**src/rtl/axi_lite_master.sv**
```systemverilog
// AXI4-Lite initiator: one local command at a time becomes an AW+W+B write or an
// AR+R read; the result is returned on a registered local response port.
module axi_lite_master #(
  parameter int unsigned C_M_AXI_DATA_WIDTH = 32,
  parameter int unsigned C_M_AXI_ADDR_WIDTH = 32,
  parameter logic [2:0]  C_M_AXI_PROT       = 3'b000,
  parameter int unsigned C_ERR_CNT_WIDTH    = 16
) (
  input  logic                            M_AXI_ACLK,
  input  logic                            M_AXI_ARESETN,
  input  logic                            cmd_valid,
  output logic                            cmd_ready,
  input  logic                            cmd_write,
  input  logic [C_M_AXI_ADDR_WIDTH-1:0]   cmd_addr,
  input  logic [C_M_AXI_DATA_WIDTH-1:0]   cmd_wdata,
  input  logic [C_M_AXI_DATA_WIDTH/8-1:0] cmd_wstrb,
  output logic                            rsp_valid,
  input  logic                            rsp_ready,
  output logic                            rsp_write,
  output logic [C_M_AXI_DATA_WIDTH-1:0]   rsp_rdata,
  output logic [1:0]                      rsp_resp,
  output logic [C_ERR_CNT_WIDTH-1:0]      err_cnt,
  output logic [C_M_AXI_ADDR_WIDTH-1:0]   M_AXI_AWADDR,
  output logic [2:0]                      M_AXI_AWPROT,
  output logic                            M_AXI_AWVALID,
  input  logic                            M_AXI_AWREADY,
  output logic [C_M_AXI_DATA_WIDTH-1:0]   M_AXI_WDATA,
  output logic [C_M_AXI_DATA_WIDTH/8-1:0] M_AXI_WSTRB,
  output logic                            M_AXI_WVALID,
  input  logic                            M_AXI_WREADY,
  input  logic [1:0]                      M_AXI_BRESP,
  input  logic                            M_AXI_BVALID,
  output logic                            M_AXI_BREADY,
  output logic [C_M_AXI_ADDR_WIDTH-1:0]   M_AXI_ARADDR,
  output logic [2:0]                      M_AXI_ARPROT,
  output logic                            M_AXI_ARVALID,
  input  logic                            M_AXI_ARREADY,
  input  logic [C_M_AXI_DATA_WIDTH-1:0]   M_AXI_RDATA,
  input  logic [1:0]                      M_AXI_RRESP,
  input  logic                            M_AXI_RVALID,
  output logic                            M_AXI_RREADY
);

  typedef enum logic [2:0] {
    IDLE    = 3'd0,
    WR      = 3'd1,
    WR_RESP = 3'd2,
    RD_ADDR = 3'd3,
    RD_DATA = 3'd4,
    RSP     = 3'd5
  } state_t;

  state_t state_r;

  // SLVERR/DECERR (resp[1] set) bump the counter, which sticks at all-ones.
  function automatic logic [C_ERR_CNT_WIDTH-1:0] err_next(
    input logic [C_ERR_CNT_WIDTH-1:0] cnt,
    input logic [1:0]                 resp
  );
    if (resp[1] && (cnt != {C_ERR_CNT_WIDTH{1'b1}})) begin
      return cnt + C_ERR_CNT_WIDTH'(1);
    end else begin
      return cnt;
    end
  endfunction

  assign M_AXI_AWPROT = C_M_AXI_PROT;
  assign M_AXI_ARPROT = C_M_AXI_PROT;

  // Transaction sequencer; every local and AXI output is a register of this block.
  always_ff @(posedge M_AXI_ACLK) begin
    if (!M_AXI_ARESETN) begin
      state_r       <= IDLE;
      cmd_ready     <= 1'b0;
      rsp_valid     <= 1'b0;
      rsp_write     <= 1'b0;
      rsp_rdata     <= '0;
      rsp_resp      <= 2'b00;
      err_cnt       <= '0;
      M_AXI_AWADDR  <= '0;
      M_AXI_AWVALID <= 1'b0;
      M_AXI_WDATA   <= '0;
      M_AXI_WSTRB   <= '0;
      M_AXI_WVALID  <= 1'b0;
      M_AXI_BREADY  <= 1'b0;
      M_AXI_ARADDR  <= '0;
      M_AXI_ARVALID <= 1'b0;
      M_AXI_RREADY  <= 1'b0;
    end else begin
      case (state_r)
        IDLE: begin
          if (cmd_valid && cmd_ready) begin
            cmd_ready <= 1'b0;
            if (cmd_write) begin
              M_AXI_AWADDR  <= cmd_addr;
              M_AXI_WDATA   <= cmd_wdata;
              M_AXI_WSTRB   <= cmd_wstrb;
              M_AXI_AWVALID <= 1'b1;
              M_AXI_WVALID  <= 1'b1;
              state_r       <= WR;
            end else begin
              M_AXI_ARADDR  <= cmd_addr;
              M_AXI_ARVALID <= 1'b1;
              state_r       <= RD_ADDR;
            end
          end else begin
            cmd_ready <= 1'b1;
          end
        end
        WR: begin
          // A channel whose VALID is already low has completed its beat.
          if (M_AXI_AWREADY) begin
            M_AXI_AWVALID <= 1'b0;
          end
          if (M_AXI_WREADY) begin
            M_AXI_WVALID <= 1'b0;
          end
          if ((!M_AXI_AWVALID || M_AXI_AWREADY) && (!M_AXI_WVALID || M_AXI_WREADY)) begin
            M_AXI_BREADY <= 1'b1;
            state_r      <= WR_RESP;
          end
        end
        WR_RESP: begin
          if (M_AXI_BVALID) begin
            M_AXI_BREADY <= 1'b0;
            rsp_resp     <= M_AXI_BRESP;
            rsp_rdata    <= '0;
            rsp_write    <= 1'b1;
            rsp_valid    <= 1'b1;
            err_cnt      <= err_next(err_cnt, M_AXI_BRESP);
            state_r      <= RSP;
          end
        end
        RD_ADDR: begin
          if (M_AXI_ARREADY) begin
            M_AXI_ARVALID <= 1'b0;
            M_AXI_RREADY  <= 1'b1;
            state_r       <= RD_DATA;
          end
        end
        RD_DATA: begin
          if (M_AXI_RVALID) begin
            M_AXI_RREADY <= 1'b0;
            rsp_resp     <= M_AXI_RRESP;
            rsp_rdata    <= M_AXI_RDATA;
            rsp_write    <= 1'b0;
            rsp_valid    <= 1'b1;
            err_cnt      <= err_next(err_cnt, M_AXI_RRESP);
            state_r      <= RSP;
          end
        end
        RSP: begin
          if (rsp_ready) begin
            rsp_valid <= 1'b0;
            cmd_ready <= 1'b1;
            state_r   <= IDLE;
          end
        end
        default: begin
          cmd_ready <= 1'b0;
          state_r   <= IDLE;
        end
      endcase
    end
  end

endmodule

```
**config.mk**
```make
export PLATFORM = sky130hd
export DESIGN_NAME = axi_lite_master
export DESIGN_NICKNAME = d
export VERILOG_FILES = /design/src/rtl/axi_lite_master.sv
export SDC_FILE = /design/constraint.sdc
export NUM_CORES = 1
export LEC_CHECK = 0
export CAP_MARGIN = 20
export CORE_ASPECT_RATIO = 1.5
export CORE_MARGIN = 5
export CORE_UTILIZATION = 45
export DETAILED_ROUTE_END_ITERATION = 10
export HOLD_SLACK_MARGIN = 0.12
export PLACE_DENSITY_LB_ADDON = 0.08
export SKIP_LAST_GASP = 1
export SYNTH_ARGS = -nofsm -noshare
export SYNTH_HDL_FRONTEND = slang
export SYNTH_SLANG_ARGS = --single-unit
```
**constraint.sdc**
```tcl
create_clock -name M_AXI_ACLK -period 3.5 [get_ports M_AXI_ACLK]
set_input_delay 0.7 -clock M_AXI_ACLK [delete_from_list [all_inputs] [get_ports M_AXI_ACLK]]
set_output_delay 0.7 -clock M_AXI_ACLK [all_outputs]
set_load 0.02 [all_outputs]
```
---- Word level (Yosys, flattened, before mapping) ----
Index checks and enable logic that the tools add are counted.
storage, ports and cells
  logic and storage cells ................. 108
  output and inout bits ................... 164
  register bits ........................... 161
  bits of input ports ..................... 114
operators by class
  bitwise logic cells ..................... 2
  add/subtract/negate cells ............... 1
  reductions and logical operators ........ 28
  mux-type cells .......................... 43
  equal/unequal tests ..................... 18
operators with widths
  operator               count
  $mux 16                4
  $mux 32                2
  $pmux 32 s2            1
  $pmux 16 s2            1
  $ne 2x2->1 const B     12
  $mux 3                 6
  $pmux 3 s6             1
  $add 16x1->16 const B  1
  $mux 1                 16
  $ne 16x16->1 const B   1
  $reduce_and 4->1       4
  $reduce_and 3->1       5
  $pmux 1 s2             6
  $reduce_bool 2->1      5
  $eq 3x2->1 const B     2
  $eq 3x3->1 const B     2
  $mux 2                 3
  $pmux 1 s3             2
  $reduce_and 6->1       1
  $reduce_and 5->1       1
  $logic_and 1x1->1      4
  $pmux 2 s2             1
  $reduce_or 4->1        1
  $eq 3x1->1 const B     1
  other kinds (6)        9

---- Longest topological paths before layout ----
  depth after elaboration ................. 5
  gate-level depth with buffers ........... 8
  mapped depth without buffers ............ 6

---- Least setup slack after synthesis ----
No wires, ideal clock.
  path kind ............................... reg2reg
  start ................................... reg err_cnt[0]
  end ..................................... reg err_cnt[0]
  data required time ...................... 3.430 ns
  clock period less this slack ............ 1.891 ns
  stages on the path, launching flop included .. 9
  arrival ................................. 1.821 ns
  setup time .............................. 0.070 ns
  buffers on the path ..................... 2
  slack ................................... 1.609 ns
  cells stage by stage .................... dfxtp_1 ha_1 and3_1 nand4b_4 a211oi_2 buf_4 buf_4 o21ai_0 a21oi_1
between the ends
  longest elaborated chain between the ends .. 4
  elaborated cells on any way between the ends .. 12
  classes of those cells .................. add/sub (1); eq/ne (3); mux (5); reduce/logical (3)
ends and longest elaborated chain
  element                                          RTL line  text
  start: declaration                               22        output logic [C_ERR_CNT_WIDTH-1:0] err_cnt,
  start signal: assignment                         130       err_cnt <= err_next(err_cnt, M_AXI_BRESP);
  start signal: assignment                         148       err_cnt <= err_next(err_cnt, M_AXI_RRESP);
  $add 16x1->16 or $ne 16x16->1 (tied branches)    61, 60
  $mux 16 or $logic_and 1x1->1 (tied branches)     60        if (resp[1] && (cnt != {C_ERR_CNT_WIDTH{1'b1}})) begin
  $mux 16 (tied with other cells)                  142       if (M_AXI_RVALID) begin
  $pmux 16 s2 or $reduce_and 5->1 (tied branches)  --
Parallel ways exist; a longest one is shown, timed or not. The select of a mux whose other input is x is not followed.
A chain may end at the register's enable or synchronous reset.

---- Worst setup path after layout ----
  start ................................... reg err_cnt[4]
  end ..................................... out err_cnt[4]
No word-level cell between the ends.

==> flow_summary.yaml <==
run_status:
  status: "complete, no violations"
sta:
  fin_crit_sh_pct: 63.3
  maxSlewViolCount: 0
  finalHoldViolations: 0
  fin_tns_setup_ps: 0
  setup_viol: 0
  fmax_mhz: 451
  fin_crit_ps: 2220
  rsz0062_at_grt: "false"
  timing.clock.skew_ps: 10.2
  setup_slack_ps: 1280
  relSlewSlack_pct: 50.6
  tightestPinTransition_ps: 741
die:
  coreArea_um2: 13400
  die_x_um: 105
  die_area_um2: 16100
  num_rows: 52
  die_height_um: 153
  start_util_pct: 45.7
  ios: 278
cts:
  htreeDepth: 4
  numCtsBuffers: 17
  cts_resized: 0
  root_buffer: "clkbuf_16"
  cts_sinks: 161
  insertion_delay_ps: 420
  cts_buffer_depth: 2
  clk_pin_slew_ps: 70
  post_cts.repair.setup_buffers: 0
  holdBufCountCts: 0
  cts_tree: "built"
detailed_routing:
  drc: 0
  viasPerCell: 5.24
  drtAntennaViolNets: 0
  wl_um: 19100
  vias: 6047
  routedWlPerCell_um: 16.5
  drt_iter0_markers: 252
  dr.pass1.iters: 5
synthesis:
  yosysUniqueCellTypes: 51
  synthCells: 734
  ys_async_sr_fraction_pct: 0
  post_synth.cell_area_avg_um2: 8.34
  synthFlopType: "dfxtp_1"
  yosysWarnings: 0
  yosys_register_bits: 161
  synth_edf_count: 0
  yosysSeqAreaShare_pct: 52.6
  syn_area_um2: 6120
place:
  placed_cell_area_um2: 8860
  place_ws_ps: 946
  io_buffers: 271
  placed_cells: 1122
  dp.final_hpwl_um: 14100
  place.gp.congestion: 0.837
power_and_ir_drop:
  pwr-share-clk_pct: 34.5
  power.switching_mw: 1.61
  netSwitchingFraction_pct: 31.6
  p_per_area_nw_per_um2: 540
  power.leakage_nw: 3.25
  p_int_mw: 3.48
  p_comb_share_pct: 23.9
  peakVddDrop_mv: 0.352
  seq_power_share_pct: 41.5
grt:
  grt_usage_pct: 23.1
  overflow: 0
  grt_max_degree: 73
  antenna_found_initial: 0
  grt_pass1_wl_um: 30600
  grt_pass1_vias: 6160
cells_and_area:
  num_antenna_cells: 0
  fill_cells: 1084
  fin_area_um2: 9430
  regArea_um2: 3220
  final-instance-count-excl-fill: 1154
  layout-drive-gt1-share_pct: 5.65
  multi_input_area_um2: 2590
  areaGrowthSynthToFinish_pct: 53.9
  finalNetCount: 1094
worst_setup_path:
  crit_arrival_ps: 1520
  worst_setup_path_end_kind: "output port"
  cpPeakStageDelay_ps: 650
  crit_family: "buffers and inverters"
  critPathBufInv: 1
  criticalPathCategory: "flop to output port"
  crit_path_max_fanout: 7
  crit_chain: "clkdlybuf4s50_1"
  critical_path.slowest_cell: "clkdlybuf4s50_1"
  crit_path_start_kind: "flop"
  cp.required_ps: 2800
run:
  max_cap_violations: 0
hold_path:
  hp-class: "flop to flop"
worst min-delay path, stage by stage (launching register included):
cell and delay, ps:
dfxtp_1 310, nand2_1 50, a21oi_1 50
final timing paths:
path	startpoint	end	slack, ps	cells after the start
setup / recovery	err_cnt[4]	err_cnt[4]	1280	1
hold / removal	M_AXI_ARADDR[11]	M_AXI_ARADDR[11]	450	2
setup reg to reg	state_r[2]	err_cnt[7]	1300	4
hold reg to reg	M_AXI_ARADDR[11]	M_AXI_ARADDR[11]	450	2
per-layer routing:
layer | wire length (um) | global-route usage (%) | part of all wire (%)
met1 | 6900 | 23.6 | 36
met2 | 9840 | 41.3 | 52
met3 | 1710 | 8.06 | 9.0
met4 | 615 | 11.0 | 3.2
met5 | 0 | 0 | 0
cell usage after synthesis, types with 2 or more instances:
cell | count | share of area, %
nand2_1 | 210 | 13
buf_4 | 11 | 1.3
clkbuf_1 | 32 | 2.0
inv_1 | 8 | 0.49
and2_1 | 3 | 0.31
nand4_1 | 4 | 0.41
or4_1 | 10 | 1.2
buf_2 | 14 | 1.1
o21ai_0 | 4 | 0.33
nor2_1 | 50 | 3.1
nand2b_1 | 5 | 0.51
buf_6 | 3 | 0.55
and3_1 | 2 | 0.20
or3_1 | 3 | 0.31
a22oi_1 | 32 | 3.9
a221oi_1 | 2 | 0.29
a21oi_1 | 120 | 9.8
nor2b_1 | 2 | 0.20
mux2i_1 | 6 | 0.98
nand3_1 | 7 | 0.57
o31ai_1 | 12 | 1.5
nand4b_4 | 2 | 0.78
nor3_1 | 2 | 0.16
nand3b_1 | 3 | 0.37
dfxtp_1 | 161 | 53
layout make-up:
| class | instances | share of cell area (%) |
|---|---|---|
| multi-input cells | 510 | 27.5 |
| repair buffers | 281 | 29.8 |
| well taps | 162 | 2.15 |
| inverters | 8 | 0.345 |
| clock buffers | 19 | 4.70 |
| flip-flops and latches | 161 | 34.2 |
| clock inverters | 13 | 1.27 |
per-stage QoR:
step | power [mW] | utilization (%) | hold WS (ps)
after detailed placement | 3.37 | 66.1 | 446
after floorplan | 2.86 | - | 531
after global placement | 3.34 | 66.1 | 441
final | 5.09 | 70.3 | 452
after global routing | 5.34 | 70.3 | 470
after CTS | 5.13 | 70.3 | 454
power by group through the flow:
stage	clock network [mW]	registers (mW)	logic (mW)
finish	1.76	2.11	1.22
global route	1.88	2.14	1.33
CTS	1.79	2.11	1.23
detailed placement	0	2.15	1.22
global placement	0	2.14	1.19
floorplan	0	2.27	0.596
state kept, by name, summed over array words and instances (netlist names), 2 cells and up:
register	cells
M_AXI_ARADDR	32
M_AXI_AWADDR	32
M_AXI_WDATA	32
rsp_rdata	32
err_cnt	16
M_AXI_WSTRB	4
state_r	3
rsp_resp	2
logic make-up (layout without fill, tap and decap cells):
| logic type | count (synthesis) | count (layout) | share of synthesized area [%] |
|---|---|---|---|
| buf+inv | 68 | 321 | 5.50 |
| mux | 6 | 6 | 0.981 |
| simple gates | 314 | 314 | 22.7 |
| other cells | 1 | 6 | 0.0612 |
| flops | 161 | 161 | 52.6 |
| fa+ha+maj | 1 | 1 | 0.204 |
| compound gates | 183 | 183 | 17.9 |
cell usage in the layout (no fill, tap or decap), drive strengths merged, types with 3 or more instances in the layout:
cell type,n
mux2i,6
nand4,5
or4,10
nand2b,5
clkinv,5
nor2,51
and2,3
nand3,7
a21oi,121
clkdlybuf4s50,271
buf,10
nand2,210
nand3b,3
clkbuf,19
conb,6
or3,3
inv,16
a22oi,32
nor3,3
o31ai,12
dfxtp,161
o21ai,5
Power figures use the tool's default switching activity.
